--- src/rtl/stream_demultiplexor.sv ---
// Routes one input word per cycle into one of four per-port FIFOs; a word shows on its port one cycle after it is accepted.
// The source stalls only when the FIFO picked by Sel is full. Each port drains on its own Valid/Ready handshake.

module stream_demultiplexor_fifo #(
  parameter int WIDTH = 32,
  parameter int DEPTH = 2
) (
  input  logic             i_clk,
  input  logic             i_rst,
  input  logic             i_push,
  input  logic [WIDTH-1:0] i_dat,
  input  logic             i_pop,
  output logic [WIDTH-1:0] o_dat,
  output logic             o_vld,
  output logic             o_full
);
  localparam int AW = (DEPTH > 1) ? $clog2(DEPTH) : 1;
  localparam logic [AW:0] FULL_CNT = (AW+1)'(DEPTH);

  logic [WIDTH-1:0] r_mem [DEPTH];
  logic [AW-1:0]    r_wr_ptr;
  logic [AW-1:0]    r_rd_ptr;
  logic [AW:0]      r_count;
  logic             w_push;
  logic             w_pop;

  // A full FIFO refuses the push even if the same edge pops: no pass-through.
  assign w_push = i_push & ~o_full;
  assign w_pop  = i_pop & o_vld;

  always_ff @(posedge i_clk or posedge i_rst) begin
    if (i_rst) begin
      for (int i = 0; i < DEPTH; i++) r_mem[i] <= '0;
      r_wr_ptr <= '0;
      r_rd_ptr <= '0;
      r_count  <= '0;
    end else begin
      if (w_push) begin
        r_mem[r_wr_ptr] <= i_dat;
        r_wr_ptr        <= r_wr_ptr + 1'b1;
      end
      if (w_pop) r_rd_ptr <= r_rd_ptr + 1'b1;
      case ({w_push, w_pop})
        2'b10:   r_count <= r_count + 1'b1;
        2'b01:   r_count <= r_count - 1'b1;
        default: r_count <= r_count;
      endcase
    end
  end

  assign o_dat  = r_mem[r_rd_ptr];
  assign o_vld  = (r_count != '0);
  assign o_full = (r_count == FULL_CNT);
endmodule

module stream_demultiplexor #(
  parameter int WIDTH = 32,
  parameter int DEPTH = 2
) (
  input  logic             Clk,
  input  logic             Reset,
  input  logic [WIDTH-1:0] In,
  input  logic [1:0]       Sel,
  input  logic             InValid,
  output logic             InReady,
  output logic [WIDTH-1:0] Out1,
  output logic [WIDTH-1:0] Out2,
  output logic [WIDTH-1:0] Out3,
  output logic [WIDTH-1:0] Out4,
  output logic             Valid1,
  output logic             Valid2,
  output logic             Valid3,
  output logic             Valid4,
  input  logic             Ready1,
  input  logic             Ready2,
  input  logic             Ready3,
  input  logic             Ready4,
  output logic             Busy
);
  logic [3:0]       w_rdy;
  logic [3:0]       w_vld;
  logic [3:0]       w_full;
  logic [WIDTH-1:0] w_head [4];

  assign w_rdy = {Ready4, Ready3, Ready2, Ready1};

  for (genvar g = 0; g < 4; g++) begin : g_port
    stream_demultiplexor_fifo #(
      .WIDTH (WIDTH),
      .DEPTH (DEPTH)
    ) u_fifo (
      .i_clk  (Clk),
      .i_rst  (Reset),
      .i_push (InValid && (Sel == 2'(g))),
      .i_dat  (In),
      .i_pop  (w_rdy[g]),
      .o_dat  (w_head[g]),
      .o_vld  (w_vld[g]),
      .o_full (w_full[g])
    );
  end

  // Ready depends only on the selected FIFO's fill level, never on InValid or ReadyN.
  assign InReady = ~w_full[Sel];

  assign Out1   = w_head[0];
  assign Out2   = w_head[1];
  assign Out3   = w_head[2];
  assign Out4   = w_head[3];
  assign Valid1 = w_vld[0];
  assign Valid2 = w_vld[1];
  assign Valid3 = w_vld[2];
  assign Valid4 = w_vld[3];
  assign Busy   = |w_vld;
endmodule

--- config.mk ---
export PLATFORM = sky130hd
export DESIGN_NAME = stream_demultiplexor
export DESIGN_NICKNAME = d
export VERILOG_FILES = /design/src/rtl/stream_demultiplexor.sv
export SDC_FILE = /design/constraint.sdc
export NUM_CORES = 1
export LEC_CHECK = 0
export BUFFER_PORTS_ARGS = -buffer_cell sky130_fd_sc_hd__buf_2
export CORE_AREA = 4 4 153 155
export CTS_CLUSTER_DIAMETER = 40
export DETAILED_ROUTE_END_ITERATION = 8
export DIE_AREA = 0 0 157 159
export PLACE_DENSITY = 0.8
export SKIP_LAST_GASP = 1
export SYNTH_ARGS = -nofsm -noshare
export SYNTH_HDL_FRONTEND = slang
export SYNTH_HIERARCHICAL = 1
export SYNTH_SLANG_ARGS = --single-unit
--- constraint.sdc ---
create_clock -name Clk -period 2.51 [get_ports Clk]
set_clock_uncertainty 0.2 [all_clocks]
set_input_delay 0.1255 -clock Clk [delete_from_list [all_inputs] [get_ports Clk]]
set_output_delay 0.1255 -clock Clk [all_outputs]
set_load 0.01 [all_outputs]
; ---- Word level (Yosys, flattened, before mapping)
; Cells that the tools add are included.
; Widths: inputs -> output; s select.
[op_classes]
n_addsub = 16
n_lt_le_gt_ge = 13
eq_ne = 15
muxes = 30
bitwise_logic = 21
n_reduce_logical = 18
[op_table]
columns = operator, count
row1 = $mux 32, 16
row2 = $bwmux 64, 4
row3 = $demux 32 s1, 4
row4 = $eq 2x2->1 const B, 10
row5 = $ge 2x2->1 const B, 8
row6 = $not 1->2, 8
row7 = $pmux 2 s2, 4
row8 = $reduce_bool 2->1, 8
row9 = $eq 2x1->1 const B, 5
row10 = $add 1x1->1 const B, 8
row11 = $add 2x1->2 const B, 4
row12 = $and 1x1->1, 8
row13 = $logic_and 1x1->1, 8
row14 = $lt 2x1->1 const B, 4
row15 = $sub 2x1->2 const B, 4
row16 = $not 1->1, 5
row17 = $reduce_or 4->1, 1
row18 = $lt 2x3->1 const B, 1
row19 = $bmux 1 s2, 1
row20 = $logic_not 2->1, 1
row21 = $mux 1, 1
[totals]
reg_bits = 272
out_inout_bits = 134

; ---- Longest topological paths before layout
; Gate-level depths: netlist (run 1).
[logic_depth]
word_depth = 6
ltp_mapped = 7

; ---- Modules after synthesis
; Netlist (run 1), hierarchy kept.
[modules_own_cells]
columns = module, instances, cells_each, area_per_inst_um2, seq_area_each_um2
row1 = stream_demultiplexor_fifo, 4, 190, 3139.3, 1701.6
row2 = stream_demultiplexor, 1, 8, 66.3, 0.0

; ---- Worst setup path after synthesis (run 1)
; No wires, ideal clock.
[synth_path]
path_type = register to register
start = register g_port[0].u_fifo.r_count[0]
end = register g_port[0].u_fifo.r_count[1]
t_arrival_ns = 1.499
required_ns = 2.231
setup_slack_ns = 0.732
path_stages_with_launch = 6
period_less_slack_ns = 1.778
cell_sequence = dfrtp_1 or2_2 and2_1 ha_1 nor2_1 xor2_1
[synth_lines]
columns = item, line_no
row1 = "start, declared", 23  ; logic [AW:0] r_count;
row2 = "start signal, assigned", 44  ; 2'b10: r_count <= r_count + 1'b1;
row3 = "start signal, assigned", 45  ; 2'b01: r_count <= r_count - 1'b1;
row4 = "start signal, assigned", 46  ; default: r_count <= r_count;
row5 = $reduce_bool 2->1 (*), 52  ; assign o_vld = (r_count != '0);
row6 = net Valid1, 70  ; output logic Valid1,
row7 = $and 1x1->1 (*), 29  ; assign w_pop = i_pop & o_vld;
row8 = net g_port[0].u_fifo.w_pop, 25  ; logic w_pop;
row9 = $eq 2x1->1 or $eq 2x2->1 (tied branches), 43  ; case ({w_push, w_pop})
row10 = $pmux 2 s2 or $reduce_bool 2->1 (tied branches), n/a
; The timed path passes the listed nets; every way through them passes the cells marked *.
; A chain may end at the register's enable or synchronous reset.

; ---- Worst setup path after layout (run 1)
[layout_path]
start = register g_port[1].u_fifo.r_rd_ptr
end = output Out2[31]
[layout_between]
elab_chain_len = 4
[layout_lines]
columns = item, line_no
row1 = "start, declared", 22  ; logic [AW-1:0] r_rd_ptr;
row2 = "start signal, assigned", 42  ; if (w_pop) r_rd_ptr <= r_rd_ptr + 1'b1;
row3 = $not 1->2 (implied by the code), 51  ; assign o_dat = r_mem[r_rd_ptr];
row4 = $mux 32 (implied by the code) (3 in a row), 51
row5 = "end, declared", 67  ; output logic [WIDTH-1:0] Out2,
; No other way between the ends. The select of a mux whose other input is x is not followed.

==> results of run 1 <==
==> per-stage QoR <==
stage	area [sq um]	power, uW	hold slack [ns]	instances	setup slack, ns
floorplan	12600	13800	0.0736	768	0.473
global placement	13700	16500	-0.0260	1202	0.608
detailed placement	13700	16700	-0.0260	1202	0.565
global route	15300	23100	0.0541	1313	0.0408
CTS	15300	22100	0.0211	1313	0.138
finish	15300	21900	0.0292	1313	0.108
==> sequential cells by signal, indices dropped and copies added (netlist names) <==
register and cells:
g_port.u_fifo/r_mem 256, g_port.u_fifo/r_count 8, g_port.u_fifo/r_rd_ptr 4, g_port.u_fifo/r_wr_ptr 4
==> how the worst min path moves through the flow <==
stage	depth (start not counted)	to	slack, ns	start
after CTS	3	g_port[3].u_fifo/r_mem[14]	0.02	Reset
after floorplan	1	g_port[0].u_fifo/r_mem[0]	0.07	In[0]
final	3	g_port[3].u_fifo/r_mem[14]	0.03	Reset
after global routing	3	g_port[3].u_fifo/r_mem[14]	0.05	Reset
after global placement	2	g_port[0].u_fifo/r_mem[44]	-0.03	Reset
after detailed placement	2	g_port[0].u_fifo/r_mem[44]	-0.03	Reset
==> synthesized netlist by cell type, drive strengths merged <==
cell type  count  share of area (%)
and2           4               0.20
and3           5               0.42
and3b          1              0.079
buf           40                3.8
clkbuf         4               0.12
dfrtp        272                 54
ha             4               0.40
inv            9               0.27
mux2         384                 38
mux4           1               0.18
nand2          5               0.15
nand2b         4               0.44
nand3b         4               0.36
nor2           5               0.15
nor3b          1              0.059
or2            4               0.20
or4            1              0.059
xnor2         12               0.83
xor2           8               0.56
==> routing by layer <==
layer,global-route usage (%),vias up,wire (um)
met5,0,-,0
met2,37.9,184,14000
met1,32.5,3763,12700
met3,5.08,31,1690
li1,-,3213,-
met4,5.01,0,414
==> layout make-up <==
cell class	count	area, sq um
timing repair buffer	240	1610
tap	280	350
sequential	272	6810
multi-input combinational	443	5290
clock buffer	49	1100
inverter	9	33.8
clock inverter	20	151
fill	1379	6480
==> critical path: cells and delay by family (launching register included) <==
kind / cells / cell delay, ns
buf+inv: 2 / 0.47
mux: 1 / 0.36
flops: 1 / 0.75
==> report_power, final <==
part	internal (uW)	switching (uW)	total [uW]
Clock	3140	2020	5160
Combinational	5160	3560	8720
Sequential	6600	1480	8080
==> logic make-up after synthesis <==
family / Yosys count / share of synthesized area (%)
xor+xnor: 20 / 1.39
fa+ha+maj: 4 / 0.396
buf+inv: 53 / 4.19
flops: 272 / 53.9
mux: 385 / 38.0
simple gates: 34 / 2.10
==> flow_summary.ini, run 1 <==
[outcome]
status = completed

[yosys]
ys_warn_count = 6
ys_ff_latch = 272
synth_cell_types = 23
synthesis.area_sq_mm = 0.0126
synth_nets = 813
syn_inst = 768
postSynthAreaPerCell_sq_um = 16.4
ys_seq_area_share_pct = 53.9

[floorplanning]
die-area_sq_mm = 0.0250
ioPinCount = 175
rows = 54
fp.dieW_um = 157
initial_core_util_pct = 57.8
core_sq_mm = 0.0218
die_h_um = 159

[global_routing]
overflow = 0
grt_max_degree = 38
track_usage_pct = 23.3
antenna_found_initial = 0
grt_pass1_vias = 7967
grt_pass1_wl_um = 45900

[sta]
fmax_mhz = 416
fin_crit_ns = 2.40
setup_violations = 0
finalSetupTns_ns = 0
timing.slew.headroom_pct = 58.2
drv_slew = 0
rsz0062_at_grt = no
hold_viol_final = 0
post-route-period-util_pct = 95.7
worst_pin_slew_ns = 0.627

[clock_tree]
ctsHoldBuffers = 42
max-clock-path-buffers = 3
postCtsSetupRepairBufs = 0
cts-htree-levels = 2
cts_resized = 0
clk_pin_slew_ns = 0.06
clock_sinks = 272
numCtsBuffers = 39
cts_root_buf = clkbuf_16
clock_latency_ns = 0.50
cts_tree = built

[detailed_routing]
ant_nets = 0
vias = 7191
dr.pass1.iters = 4
drt-total-wl_um = 28800
viasPerCell = 5.48
routedWlPerCell_um = 21.9
drt_iter0_markers = 322
drc = 0

[final_layout]
syn_to_final_growth_pct = 21.5
final_common_cell = dfrtp_1
postLayoutCoreUtil_pct = 70.3
nNetsFinal = 1050
layout-drive-gt1-share_pct = 65.2
diodes = 0
final_cell_mix = dfrtp_1, mux2_2, buf_2

[place]
hpwlAfterDp_um = 18000
place_congestion = 0.756
io_buffers = 174

[worst_setup_path]
critPathMaxStageDelay_ns = 0.75
path_max_fanout = 18
cp-end-kind = output port
required_ns = 2.18
r2r_slack_ns = 0.58
worst-setup-path-type = flip-flop to output port
r2r_start = g_port[3].u_fifo/r_count[0]
r2r-end = g_port[3].u_fifo/r_mem[5]
arrival_ns = 2.08
cp_slowest_cell = dfrtp_2
crit_chain = buf_4 > mux2_2 > buf_2
setup.worst_path.end = Out2[31]
worstSetupStartpointType = flip-flop
crit_start = g_port[1].u_fifo/r_rd_ptr
rr_worst_depth = 4

[power]
powerDensity_mw_per_mm2 = 1430
peakVddDrop_mv = 0.998
leakage_uw = 0.00718

[run]
maxCapViolCount = 0

[min_path]
hp-class = primary input to asynchronous set/reset pin
Note: power is estimated with default switching activity, not from simulation.
==> run 2, diff against run 1 <==
--- a/config.mk
+++ b/config.mk
@@ -5,12 +5,12 @@
 export SDC_FILE = /design/constraint.sdc
 export NUM_CORES = 1
 export LEC_CHECK = 0
-export BUFFER_PORTS_ARGS = -buffer_cell sky130_fd_sc_hd__buf_2
-export CORE_AREA = 4 4 153 155
+export CORE_AREA = 4 4 151 153
 export CTS_CLUSTER_DIAMETER = 40
 export DETAILED_ROUTE_END_ITERATION = 8
-export DIE_AREA = 0 0 157 159
-export PLACE_DENSITY = 0.8
+export DIE_AREA = 0 0 155 157
+export DONT_BUFFER_PORTS = 1
+export PLACE_DENSITY = 0.74
 export SKIP_LAST_GASP = 1
 export SYNTH_ARGS = -nofsm -noshare
 export SYNTH_HDL_FRONTEND = slang
==> constraint.sdc (replaced) <==
create_clock -name Clk -period 2.95 [get_ports Clk]
set_clock_uncertainty 0.2 [all_clocks]
set_input_delay 0.1475 -clock Clk [delete_from_list [all_inputs] [get_ports Clk]]
set_output_delay 0.1475 -clock Clk [all_outputs]
set_load 0.01 [all_outputs]
==> flow_summary.ini, run 2 (synthesized netlist as in run 1, its figures left out) <==
[outcome]
status = completed

[worst_setup_path]
path_max_fanout = 33
r2r_slack_ns = 0.76
cp-end-kind = output port
cp_slowest_cell = dfrtp_2
crit_chain = mux2_2
required_ns = 2.60
critPathTopFamily = flip-flops
worstSetupStartpointType = flip-flop
arrival_ns = 2.02
critPathMaxStageDelay_ns = 1.02
worst-setup-path-type = flip-flop to output port
cp.buffers_inverters = 0

[power]
p_sw_uw = 5780
comb_power_share_pct = 33.8
p_seq_share_pct = 40.0
clock_power_share_pct = 26.1
p_int_uw = 12000
swShare_pct = 32.6
peakVddDrop_mv = 0.642
leakage_uw = 0.00638
powerDensity_mw_per_mm2 = 1240
total_power_uw = 17700

[place]
dpl_cell_area_sq_mm = 0.0126
hpwlAfterDp_um = 17600
place_congestion = 0.785
io_buffers = 0

[floorplanning]
core_sq_mm = 0.0216
fp.dieW_um = 155
die-area_sq_mm = 0.0243
ioPinCount = 175
die_h_um = 157
initial_core_util_pct = 58.6
rows = 54

[final_layout]
largest_register_ffs = 256
nNetsFinal = 861
final_common_cell = dfrtp_1
final_cell_mix = dfrtp_1, mux2_2, mux2_4
top_regs = g_port.u_fifo/r_mem x256, g_port.u_fifo/r_count x8
layout-drive-gt1-share_pct = 57.9
multi_input_area_sq_mm = 0.00529
syn_to_final_growth_pct = 13.5
fillers = 1462
final_area_sq_mm = 0.0143
largest_register = g_port.u_fifo/r_mem
regArea_sq_mm = 0.00681

[clock_tree]
max-clock-path-buffers = 3
postCtsSetupRepairBufs = 0
numCtsBuffers = 38
cts-htree-levels = 2
clock_latency_ns = 0.51
cts_root_buf = clkbuf_16
clock_sinks = 272
cts_tree = built
clk_pin_slew_ns = 0.06

[sta]
setup_violations = 0
finalSetupTns_ns = 0
worst_pin_slew_ns = 0.991
hold_ws_ns = 0.154
rsz0062_at_grt = no
fmax_mhz = 422
hold_viol_final = 0
fin_crit_ns = 2.37
timing.slew.headroom_pct = 33.9
drv_slew = 0
post-route-period-util_pct = 80.3

[global_routing]
grt_pass1_vias = 7459
track_usage_pct = 24.0
grt_pass1_wl_um = 45200
overflow = 0
antenna_found_initial = 1
grt_max_degree = 69

[detailed_routing]
ant_nets = 0
wl_met2_um = 14200
dr.max_layer_used = met4
drt-total-wl_um = 28700
routedWlPerCell_um = 25.6
drt_iter0_markers = 309
dr_wl_met3_um = 2130
dr.pass1.iters = 4
wirelength_met1_um = 11700
viasPerCell = 5.84
vias = 6564
drc = 0

[min_path]
hp-class = primary input to asynchronous set/reset pin

[run]
maxCapViolCount = 0
[run 2: cell count changes in the layout (fill, tap and decap cells not counted), sizes merged]
cell / change
buf: -188
bufinv: +4
clkbuf: -8
clkinvlp: +2
diode: +1
[run 2: repair_timing]
action,CTS,global route
hold endpoints to repair,493,0
hold buffers,42,0
resized for setup,0,0
[run 2: final cells by class]
| type | count | share of cell area [%] |
|---|---|---|
| Multi-Input combinational cell | 443 | 36.9 |
| Sequential cell | 272 | 47.6 |
| Clock inverter | 26 | 2.02 |
| Clock buffer | 41 | 7.16 |
| Timing Repair Buffer | 52 | 3.63 |
| Tap cell | 280 | 2.45 |
| Inverter | 9 | 0.253 |
| Antenna cell | 1 | 0.0175 |
[run 2: layer usage]
layer  GRT usage, %  up-vias
li1               -     2847
met3           8.19       47
met5              0        -
met2           40.3      182
met4           6.56        0
met1           29.8     3488
[run 2: power groups by stage]
stage                     clock network [uW]  registers, uW  logic, uW
final                                   4640           7100       6000
after global routing                    4900           7320       6420
after CTS                               4730           7090       6090
after detailed placement                   0           7110       5930
after global placement                     0           6940       5770
after floorplan                            0           6290       5410
[run 2: final timing paths]
check,from,endpoint,cells past startpoint
hold reg to reg,g_port[3].u_fifo/r_wr_ptr,g_port[3].u_fifo/r_wr_ptr,1
setup / recovery,g_port[2].u_fifo/r_rd_ptr,Out3[7],1
min in group Clk,InValid,g_port[1].u_fifo/r_mem[53],4
max in group asynchronous,Reset,g_port[2].u_fifo/r_mem[39],3
hold / removal,Reset,g_port[1].u_fifo/r_mem[6],2
setup reg to reg,g_port[3].u_fifo/r_count[0],g_port[3].u_fifo/r_mem[63],4
[run 2: metrics by stage]
step / setup WS, ns / instances / util (%)
after floorplan: 0.891 / 768 / -
after global placement: 0.835 / 1014 / 58.4
after detailed placement: 0.743 / 1014 / 58.4
after CTS: 0.563 / 1123 / 66.4
after global routing: 0.503 / 1124 / 66.5
final: 0.582 / 1124 / 66.5
==> run 3, diff against run 2 <==
==> constraint.sdc (replaced) <==
create_clock -name Clk -period 2.3 [get_ports Clk]
set_clock_uncertainty 0.2 [all_clocks]
set_input_delay 0.115 -clock Clk [delete_from_list [all_inputs] [get_ports Clk]]
set_output_delay 0.115 -clock Clk [all_outputs]
set_load 0.01 [all_outputs]
==> flow_summary.ini, run 3 (synthesized netlist as in run 1, its figures left out) <==
[worst_setup_path]
required_ns = 1.99
r2r-end = g_port[1].u_fifo/r_mem[23]
cp_slowest_cell = or4_1
cp-end-kind = output port
path_max_fanout = 4
crit_cells = 2
worstSetupStartpointType = flip-flop
crit_chain = or2_2 > or4_1
arrival_ns = 1.88
cp.buffers_inverters = 0
r2r_start = g_port[1].u_fifo/r_count[0]
r2r_slack_ns = 0.14
rr_worst_depth = 4
worst-setup-path-type = flip-flop to output port
critPathTopFamily = simple AND/OR/NAND/NOR gates
critPathMaxStageDelay_ns = 0.60

[min_path]
min_to = g_port[1].u_fifo/r_mem[24]
hp-class = primary input to flip-flop
hold_path.startpoint = InValid
hold_depth = 4

[floorplanning]
die-area_sq_mm = 0.0243
rows = 54
core_sq_mm = 0.0216
initial_core_util_pct = 58.6
die_h_um = 157
ioPinCount = 175
fp.dieW_um = 155

[place]
hpwlAfterDp_um = 18600
place_congestion = 0.818
place_inst = 1026
pre_cts_ws_ns = 0.346
io_buffers = 0

[sta]
worst_pin_slew_ns = 0.936
finalSetupTns_ns = 0
timing.slew.headroom_pct = 37.5
post-route-period-util_pct = 95.4
rsz0062_at_grt = no
setup_violations = 0
drv_slew = 0
fin_crit_ns = 2.19
fmax_mhz = 456
hold_viol_final = 0
setup_ws_ns = 0.105

[power]
powerDensity_mw_per_mm2 = 1600
peakVddDrop_mv = 0.918
leakage_uw = 0.00653
total_power_uw = 23400

[global_routing]
use_met3_pct = 6.16
overflow = 0
grt.busiest_layer = met2
grt_max_degree = 51
grt_pass1_wl_um = 45200
track_usage_pct = 23.8
antenna_found_initial = 0
gr-usage-met2_pct = 41.0
grtUsageMet1_pct = 30.0
grt_pass1_vias = 7542

[final_layout]
final_cell_mix = dfrtp_1, mux2_2, mux2_4
multi_input_area_sq_mm = 0.00529
final_cells = 1140
top_regs = g_port.u_fifo/r_mem x256, g_port.u_fifo/r_count x8
nNetsFinal = 875
final_common_cell = dfrtp_1
syn_to_final_growth_pct = 16.0
layout-drive-gt1-share_pct = 58.5
fillers = 1394
regArea_sq_mm = 0.00681
diodes = 0
largest_register_ffs = 256
largest_register = g_port.u_fifo/r_mem
postLayoutCoreUtil_pct = 67.9

[clock_tree]
numCtsBuffers = 39
cts-htree-levels = 2
cts_root_buf = clkbuf_16
cts_resized = 0
cts_tree = built
clock_sinks = 272
clk_pin_slew_ns = 0.05
clock_latency_ns = 0.50
max-clock-path-buffers = 3

[detailed_routing]
ant_nets = 0
dr.pass1.iters = 4
viasPerCell = 5.78
drc = 0
routedWlPerCell_um = 25.3
vias = 6589
drt-total-wl_um = 28800
drt_iter0_markers = 263

[run]
maxCapViolCount = 0

[outcome]
status = completed
==> run 3: how the worst max path moves through the flow <==
stage | startpoint | to | slack (ns)
6_report | g_port[1].u_fifo/r_count[0] | Busy | 0.11
3_3_place_gp | g_port[3].u_fifo/r_count[0] | g_port[3].u_fifo/r_count[1] | 0.45
4_1_cts | g_port[1].u_fifo/r_count[0] | Busy | 0.08
5_1_grt | g_port[1].u_fifo/r_count[0] | Busy | 0.06
2_1_floorplan | Reset | g_port[0].u_fifo/r_count[0] | 0.27
3_5_place_dp | g_port[0].u_fifo/r_count[0] | g_port[0].u_fifo/r_count[1] | 0.35
==> run 3: final cells by class <==
| cell class | instances | area share [%] |
|---|---|---|
| tap | 280 | 2.39 |
| clock inverter | 25 | 2.29 |
| sequential | 272 | 46.5 |
| clock buffer | 46 | 7.41 |
| timing repair buffer | 65 | 5.01 |
| inverter | 9 | 0.248 |
| multi-input combinational | 443 | 36.1 |
==> run 3: metrics by stage <==
stage               hold WS, ns  cell area [sq um]
finish                   0.0342              14600
global route             0.0423              14600
CTS                      0.0141              14600
detailed placement       -0.109              12800
global placement         -0.128              12800
floorplan                0.0631              12600
==> run 3: timing repair <==
action	4_1_cts	5_1_grt
endpoints found under the hold margin	525	0
hold buffers	43	0
setup buffers	0	0
==> run 3: where the power goes <==
| group | switching, uW | leakage [uW] | internal, uW |
|---|---|---|---|
| sequential | 1540 | 0.00328 | 7200 |
| clock | 2250 | 0.000682 | 4100 |
| combinational | 3710 | 0.00257 | 4590 |
==> run 3: routing by layer <==
| metal | wire length, um | vias up |
|---|---|---|
| met4 | 602 | 0 |
| met1 | 12100 | 3509 |
| met5 | 0 | - |
| li1 | - | 2862 |
| met2 | 14400 | 173 |
| met3 | 1730 | 45 |
==> run 3: worst reg2reg max path: cells and delay by family (launching register included) <==
family	cells	cell delay [ns]
buffers and inverters	1	0.55
multiplexers	1	0.33
flip-flops	1	0.40
AND/OR/NAND/NOR	2	0.56
